**config.mk**
```make
export PLATFORM = sky130hd
export DESIGN_NAME = lsu_mem_port_flat
export DESIGN_NICKNAME = d
export VERILOG_FILES = /design/src/rtl/lsu_pkg.sv /design/src/rtl/lsu_mem_port_if.sv /design/src/rtl/lsu_mem_port_load_align.sv /design/src/rtl/lsu_mem_port.sv /design/src/flat_wrapper.sv
export SDC_FILE = /design/constraint.sdc
export NUM_CORES = 1
export LEC_CHECK = 0
export CORE_MARGIN = 1.5
export CORE_UTILIZATION = 25
export DETAILED_ROUTE_END_ITERATION = 10
export GPL_ROUTABILITY_DRIVEN = 0
export PLACE_DENSITY = 0.6
export SLEW_MARGIN = 0
export SYNTH_ARGS = -nofsm -noshare
export SYNTH_HDL_FRONTEND = slang
export SYNTH_HIERARCHICAL = 1
export SYNTH_SLANG_ARGS = --single-unit
```
**constraint.sdc**
```tcl
create_clock -name clk -period 4.81 [get_ports clk]
set_input_delay 0.7215 -clock clk [delete_from_list [all_inputs] [get_ports clk]]
set_output_delay 0.7215 -clock clk [all_outputs]
set_load 0.1 [all_outputs]
```
**src/rtl/lsu_pkg.sv**
```systemverilog
// Shared types and helpers for the load/store unit memory port.
// Access size encoding, FSM states, byte-enable and store-lane helpers.
package lsu_pkg;

  localparam int LSU_W = 32;

  typedef enum logic [1:0] {
    SZ_BYTE = 2'b00,
    SZ_HALF = 2'b01,
    SZ_WORD = 2'b10
  } size_e;

  typedef enum logic [1:0] {
    IDLE = 2'b00,
    BUS  = 2'b01,
    RESP = 2'b10
  } state_e;

  function automatic logic [3:0] be_gen(input logic [1:0] size, input logic [1:0] addr_lo);
    case (size)
      SZ_BYTE: return 4'b0001 << addr_lo;
      SZ_HALF: return 4'b0011 << addr_lo;
      SZ_WORD: return 4'b1111;
      default: return 4'b0000;
    endcase
  endfunction

  // Size 11 is reserved and always treated as a fault.
  function automatic logic is_misaligned(input logic [1:0] size, input logic [1:0] addr_lo);
    case (size)
      SZ_BYTE: return 1'b0;
      SZ_HALF: return addr_lo[0];
      SZ_WORD: return |addr_lo;
      default: return 1'b1;
    endcase
  endfunction

  function automatic logic [LSU_W-1:0] store_rep(input logic [1:0] size, input logic [LSU_W-1:0] data);
    case (size)
      SZ_BYTE: return {4{data[7:0]}};
      SZ_HALF: return {2{data[15:0]}};
      default: return data;
    endcase
  endfunction

endpackage

```
**src/rtl/lsu_mem_port_if.sv**
```systemverilog
// Request and data-memory bus bundle for lsu_mem_port.
// bus_err exists only when LSU_TIMEOUT_EN is defined.
interface lsu_mem_port_if #(parameter int w = 32);

  logic         req_valid;
  logic         req_ready;
  logic         req_we;
  logic [1:0]   req_size;
  logic         req_unsigned;
  logic [w-1:0] addr;
  logic [w-1:0] wdata;

  logic         mem_req;
  logic         mem_we;
  logic [w-1:0] mem_addr;
  logic [w-1:0] mem_wdata;
  logic [3:0]   mem_be;
  logic         mem_ack;
  logic [w-1:0] mem_rdata;

  logic [w-1:0] rd;
  logic         done;
  logic         misaligned;
`ifdef LSU_TIMEOUT_EN
  logic         bus_err;
`endif

  modport master (
    input  req_valid, req_we, req_size, req_unsigned, addr, wdata, mem_ack, mem_rdata,
    output req_ready, mem_req, mem_we, mem_addr, mem_wdata, mem_be, rd, done, misaligned
`ifdef LSU_TIMEOUT_EN
    , output bus_err
`endif
  );

  modport slave (
    output req_valid, req_we, req_size, req_unsigned, addr, wdata, mem_ack, mem_rdata,
    input  req_ready, mem_req, mem_we, mem_addr, mem_wdata, mem_be, rd, done, misaligned
`ifdef LSU_TIMEOUT_EN
    , input bus_err
`endif
  );

endinterface

```
**src/rtl/lsu_mem_port_load_align.sv**
```systemverilog
// Combinational load formatter: picks the addressed lane of the bus word
// and sign- or zero-extends it to the full data width.
module load_align
  import lsu_pkg::*;
#(
  parameter int w = 32
) (
  input  logic [w-1:0] mem_rdata,
  input  logic [1:0]   addr_lo,
  input  logic [1:0]   size,
  input  logic         load_unsigned,
  output logic [w-1:0] data
);

  logic [7:0]  byte_lane;
  logic [15:0] half_lane;
  logic        sign_bit;

  always_comb begin
    byte_lane = mem_rdata[{addr_lo, 3'b000} +: 8];
    half_lane = mem_rdata[{addr_lo[1], 4'b0000} +: 16];
    sign_bit  = 1'b0;
    data      = mem_rdata;
    case (size)
      SZ_BYTE: begin
        sign_bit = ~load_unsigned & byte_lane[7];
        data     = {{(w-8){sign_bit}}, byte_lane};
      end
      SZ_HALF: begin
        sign_bit = ~load_unsigned & half_lane[15];
        data     = {{(w-16){sign_bit}}, half_lane};
      end
      default: data = mem_rdata;
    endcase
  end

endmodule

```
**src/rtl/lsu_mem_port.sv**
```systemverilog
// Load/store unit data-memory port: one request at a time over a req/ack bus.
// Optional bus watchdog enabled by defining LSU_TIMEOUT_EN (adds bus_err).
module lsu_mem_port
  import lsu_pkg::*;
#(
  parameter int w = 32
`ifdef LSU_TIMEOUT_EN
  , parameter int TIMEOUT_CYCLES = 16
`endif
) (
  input logic            clk,
  input logic            reset,
  lsu_mem_port_if.master bus
);

  state_e       state_q, state_d;
  logic         accept, fault, load_done;
  logic         we_q, unsigned_q, misaligned_q;
  logic [1:0]   size_q, lo_q;
  logic [3:0]   be_q;
  logic [w-1:0] addr_q, wdata_q, rd_q, aligned;

`ifdef LSU_TIMEOUT_EN
  localparam int CW = $clog2(TIMEOUT_CYCLES) + 1;
  localparam logic [CW-1:0] LIMIT = CW'(TIMEOUT_CYCLES - 1);
  logic [CW-1:0] cnt_q;
  logic          timeout;
  logic          bus_err_q;
`endif

  load_align #(.w(w)) u_align (
    .mem_rdata     (bus.mem_rdata),
    .addr_lo       (lo_q),
    .size          (size_q),
    .load_unsigned (unsigned_q),
    .data          (aligned)
  );

  always_ff @(posedge clk) begin
    if (reset) state_q <= IDLE;
    else       state_q <= state_d;
  end

  always_comb begin
    state_d   = state_q;
    accept    = 1'b0;
    fault     = 1'b0;
    load_done = 1'b0;
`ifdef LSU_TIMEOUT_EN
    timeout   = 1'b0;
`endif
    case (state_q)
      IDLE: begin
        if (bus.req_valid) begin
          if (is_misaligned(bus.req_size, bus.addr[1:0])) begin
            fault = 1'b1;
          end else begin
            accept  = 1'b1;
            state_d = BUS;
          end
        end
      end
      BUS: begin
        // An ack on the watchdog's final cycle still completes normally.
        if (bus.mem_ack) begin
          load_done = ~we_q;
          state_d   = RESP;
        end
`ifdef LSU_TIMEOUT_EN
        else if (cnt_q == LIMIT) begin
          timeout = 1'b1;
          state_d = IDLE;
        end
`endif
      end
      RESP:    state_d = IDLE;
      default: state_d = IDLE;
    endcase
  end

  always_ff @(posedge clk) begin
    if (reset) begin
      we_q         <= 1'b0;
      unsigned_q   <= 1'b0;
      size_q       <= 2'b00;
      lo_q         <= 2'b00;
      be_q         <= 4'b0000;
      addr_q       <= '0;
      wdata_q      <= '0;
      rd_q         <= '0;
      misaligned_q <= 1'b0;
    end else begin
      misaligned_q <= fault;
      if (accept) begin
        we_q       <= bus.req_we;
        unsigned_q <= bus.req_unsigned;
        size_q     <= bus.req_size;
        lo_q       <= bus.addr[1:0];
        be_q       <= be_gen(bus.req_size, bus.addr[1:0]);
        addr_q     <= {bus.addr[w-1:2], 2'b00};
        wdata_q    <= store_rep(bus.req_size, bus.wdata);
      end
      if (load_done) rd_q <= aligned;
    end
  end

`ifdef LSU_TIMEOUT_EN
  always_ff @(posedge clk) begin
    if (reset) begin
      cnt_q     <= '0;
      bus_err_q <= 1'b0;
    end else begin
      bus_err_q <= timeout;
      if (accept)              cnt_q <= '0;
      else if (state_q == BUS) cnt_q <= cnt_q + 1'b1;
    end
  end

  assign bus.bus_err = bus_err_q;
`endif

  assign bus.req_ready  = (state_q == IDLE);
  assign bus.mem_req    = (state_q == BUS);
  assign bus.mem_we     = we_q;
  assign bus.mem_addr   = addr_q;
  assign bus.mem_wdata  = wdata_q;
  assign bus.mem_be     = be_q;
  assign bus.rd         = rd_q;
  assign bus.done       = (state_q == RESP);
  assign bus.misaligned = misaligned_q;

endmodule
```
**src/flat_wrapper.sv**
```systemverilog
// flat-port wrapper written by rule: the top's interface ports become plain ports
module lsu_mem_port_flat import lsu_pkg::*;
#(
  parameter int w = 32

)
  (clk, reset, bus_req_valid, bus_req_we, bus_req_size, bus_req_unsigned, bus_addr, bus_wdata, bus_mem_ack, bus_mem_rdata, bus_req_ready, bus_mem_req, bus_mem_we, bus_mem_addr, bus_mem_wdata, bus_mem_be, bus_rd, bus_done, bus_misaligned);
  lsu_mem_port_if #(.w(w)) bus_i ();
  input logic clk;
  input logic reset;
  input wire logic [$bits(bus_i.req_valid)-1:0] bus_req_valid;
  input wire logic [$bits(bus_i.req_we)-1:0] bus_req_we;
  input wire logic [$bits(bus_i.req_size)-1:0] bus_req_size;
  input wire logic [$bits(bus_i.req_unsigned)-1:0] bus_req_unsigned;
  input wire logic [$bits(bus_i.addr)-1:0] bus_addr;
  input wire logic [$bits(bus_i.wdata)-1:0] bus_wdata;
  input wire logic [$bits(bus_i.mem_ack)-1:0] bus_mem_ack;
  input wire logic [$bits(bus_i.mem_rdata)-1:0] bus_mem_rdata;
  output wire logic [$bits(bus_i.req_ready)-1:0] bus_req_ready;
  output wire logic [$bits(bus_i.mem_req)-1:0] bus_mem_req;
  output wire logic [$bits(bus_i.mem_we)-1:0] bus_mem_we;
  output wire logic [$bits(bus_i.mem_addr)-1:0] bus_mem_addr;
  output wire logic [$bits(bus_i.mem_wdata)-1:0] bus_mem_wdata;
  output wire logic [$bits(bus_i.mem_be)-1:0] bus_mem_be;
  output wire logic [$bits(bus_i.rd)-1:0] bus_rd;
  output wire logic [$bits(bus_i.done)-1:0] bus_done;
  output wire logic [$bits(bus_i.misaligned)-1:0] bus_misaligned;
  assign bus_i.req_valid = bus_req_valid;
  assign bus_i.req_we = bus_req_we;
  assign bus_i.req_size = bus_req_size;
  assign bus_i.req_unsigned = bus_req_unsigned;
  assign bus_i.addr = bus_addr;
  assign bus_i.wdata = bus_wdata;
  assign bus_i.mem_ack = bus_mem_ack;
  assign bus_i.mem_rdata = bus_mem_rdata;
  assign bus_req_ready = bus_i.req_ready;
  assign bus_mem_req = bus_i.mem_req;
  assign bus_mem_we = bus_i.mem_we;
  assign bus_mem_addr = bus_i.mem_addr;
  assign bus_mem_wdata = bus_i.mem_wdata;
  assign bus_mem_be = bus_i.mem_be;
  assign bus_rd = bus_i.rd;
  assign bus_done = bus_i.done;
  assign bus_misaligned = bus_i.misaligned;
  lsu_mem_port #(.w(w)) u_core (.clk(clk), .reset(reset), .bus(bus_i));
endmodule
```
==> reports/metrics.cfg <==
[synthesis]
synth-seq-cells = 107
synth_area_leaders = dfxtp_1, nand2_1, mux2i_1, mux2_2, a21oi_1
synthDistinctLibCells = 39
synthArstFlopShare = 0
avgSynthCellArea_um2 = 8.32
synth_edf_count = 0
yosysSeqAreaShare = 0.402
ys_warn_count = 6
synth_largest_area_cell = dfxtp_1
synthCells = 640
synth_area_mm2 = 0.00532
ys.flop_type = dfxtp_1
synth_top_area_frac = 0.402

[clock_network]
htree_levels = 3
clkTransAtPathRegs_ns = 0.07
holdBufCountCts = 0
clock-root-buffer = clkbuf_16
numClockSinks = 107
cts_resized = 0
cts_buffers = 9
clock_latency_ns = 0.35
postCtsSetupRepairBufs = 0
clock_path_buffers = 2
cts_tree = yes

[pwr]
p_comb_frac = 0.308
pwr-share-seq = 0.392
peakVddDrop_mv = 0.142
power.switching_uw = 902
clock_power_share = 0.300
p_int_uw = 1550
switching_share = 0.368
p_leak_uw = 0.00281
cellPowerDensity_mw_per_mm2 = 315

[global_routing]
grt_start_max_net_pins = 125
antenna_found_initial = 0
grt_usage = 0.148
grt_first_pass_wirelength_mm = 25.5
first_global_vias = 4671
grt_overflow = 0

[worst_setup_path]
r2r_setup_slack_ns = 2.24
crit_required_ns = 5.09
endpoint_kind = flip-flop
r2r_cells = 7
r2r-start = u_core/size_q[1]
path_class = in -> reg
cp-start-kind = primary input
crit_start = bus_req_size[0]
path_max_fanout = 40
cp.arrival_ns = 3.16

[drt]
wl_per_cell_um = 15.3
route.detailed.drc = 0
drt-initial-drc-count = 189
drt_first_pass_iters = 4
postRouteAntennaNets = 0
drt-total-wl_mm = 16.6
dr_total_vias = 4873
via_per_inst = 4.48

[status]
status = complete, no violations

[hold_path]
hold_path_depth = 2
holdCritPathClass = reg -> reg
holdCritStartpoint = u_core/bus.rd[2]

[cells_and_area]
area_growth_pct = 45.9
final_area_mm2 = 0.00777
layout-drive-gt1-share = 0.105
nFillCells = 2229
seqCellArea_mm2 = 0.00214
finalNetCount = 911
antennaDiodeCount = 0
multi_input_area_mm2 = 0.00288

[floorplanning]
fp.dieH_um = 149
pin_count = 209
core_mm2 = 0.0210
start_util = 0.254
rows = 53
fp.dieW_um = 149
die_area_mm2 = 0.0222

[timing]
timing.fmax_mhz = 347
setup_tns_ns = 0
worstMarginPinSlew_ns = 1.11
period_share = 0.599
setup_viol = 0
drv_slew = 0
fin_skew_ns = 0.0106
rsz0062_at_grt = false
finalHoldViolCount = 0
slew_headroom = 0.257
finalCriticalPeriod_ns = 2.88

[place]
dpl.hpwl_mm = 11.4
portBuffers = 206
placedInstanceArea_mm2 = 0.00748

[flow_run]
cap_violations = 0

per-layer routing:
layer	vias up	wire, um	global-route usage
met5	-	0	0
met4	0	205	0.0416
met3	11	1660	0.0627
met2	177	7250	0.227
met1	2207	7480	0.189
li1	2478	-	-
worst max-delay path, cell delays in order:
cell and delay, ns:
clkdlybuf4s50_1 0.40, buf_4 0.22, nor3_1 0.51, o21ba_4 0.77, buf_4 0.32, mux2i_1 0.19
state kept, by name, indices dropped and copies added, names as in the netlist:
name,cells
u_core/bus.mem_addr,30
u_core/bus.mem_be,4
u_core/bus.mem_wdata,32
u_core/bus.mem_we,1
u_core/bus.misaligned,1
u_core/bus.rd,32
u_core/lo_q,2
u_core/size_q,2
u_core/state_q,2
u_core/unsigned_q,1
layout by cell type, fill, tap and decap left out, types with 2 or more instances in the layout:
master,n
inv_6,3
a21oi_2,10
nand2_1,202
mux2_2,34
inv_1,2
a21oi_1,66
nor4_1,2
mux2_4,2
nor2_1,3
o21bai_1,2
clkinvlp_4,2
dfxtp_1,107
nor3_1,2
or3b_2,8
o21ai_0,18
clkbuf_16,9
mux2i_1,62
a22oi_1,8
o211ai_1,8
nand2b_1,9
nor2b_1,22
clkdlybuf4s50_1,205
conb_1,2
buf_4,6
Yosys cell counts, types with 2 or more instances:
master / instances
dfxtp_1: 107
o21bai_1: 3
or3b_2: 8
inv_1: 2
o211ai_1: 8
mux2_4: 2
nor3_1: 2
nor4_1: 2
mux2i_1: 62
nor2_1: 3
buf_2: 10
clkbuf_1: 29
a22oi_1: 8
o21ai_0: 18
mux2_2: 34
a21oi_1: 66
a21oi_2: 10
buf_4: 4
buf_1: 6
nand2b_1: 9
buf_6: 7
nor2b_1: 22
nand2_1: 202
worst paths after layout:
kind                                   to
setup / recovery  u_core/bus.mem_addr[16]
hold / removal           u_core/bus.rd[2]
setup reg to reg        u_core/bus.rd[29]
hold reg to reg          u_core/bus.rd[2]
area by class of cell:
| class | instances | share of cell area |
|---|---|---|
| clock buffer | 10 | 0.0308 |
| clock inverter | 6 | 0.00596 |
| inverter | 3 | 0.00177 |
| multi-input combinational | 474 | 0.371 |
| sequential | 107 | 0.276 |
| tap | 275 | 0.0443 |
| timing repair buffer | 212 | 0.271 |
metrics by stage:
stage          utilization  total power [uW]  instances  hold slack (ns)  setup slack [ns]
2_1_floorplan            -              1520        641            0.431              2.37
3_3_place_gp         0.357              1740       1071            0.442              1.59
3_5_place_dp         0.357              1740       1071            0.446              1.54
4_1_cts              0.371              2490       1087            0.457              1.92
5_1_grt              0.371              2570       1087            0.472              1.71
6_report             0.371              2450       1087            0.456              1.93
logic make-up after synthesis:
kind of cell	Yosys count	synth area share
AOI/OAI and AO/OA	118	0.131
DFF	107	0.402
other	1	0.000705
and+or+nand+nor	256	0.211
muxes	98	0.194
buffers and inverters	60	0.0604
power by group through the flow:
stage | logic, uW | registers, uW | clock network, uW
3_5_place_dp | 758 | 980 | 0
4_1_cts | 760 | 961 | 772
3_3_place_gp | 757 | 981 | 0
2_1_floorplan | 251 | 1270 | 0
6_report | 755 | 961 | 735
5_1_grt | 796 | 967 | 807
Power figures use the tool's default switching activity.
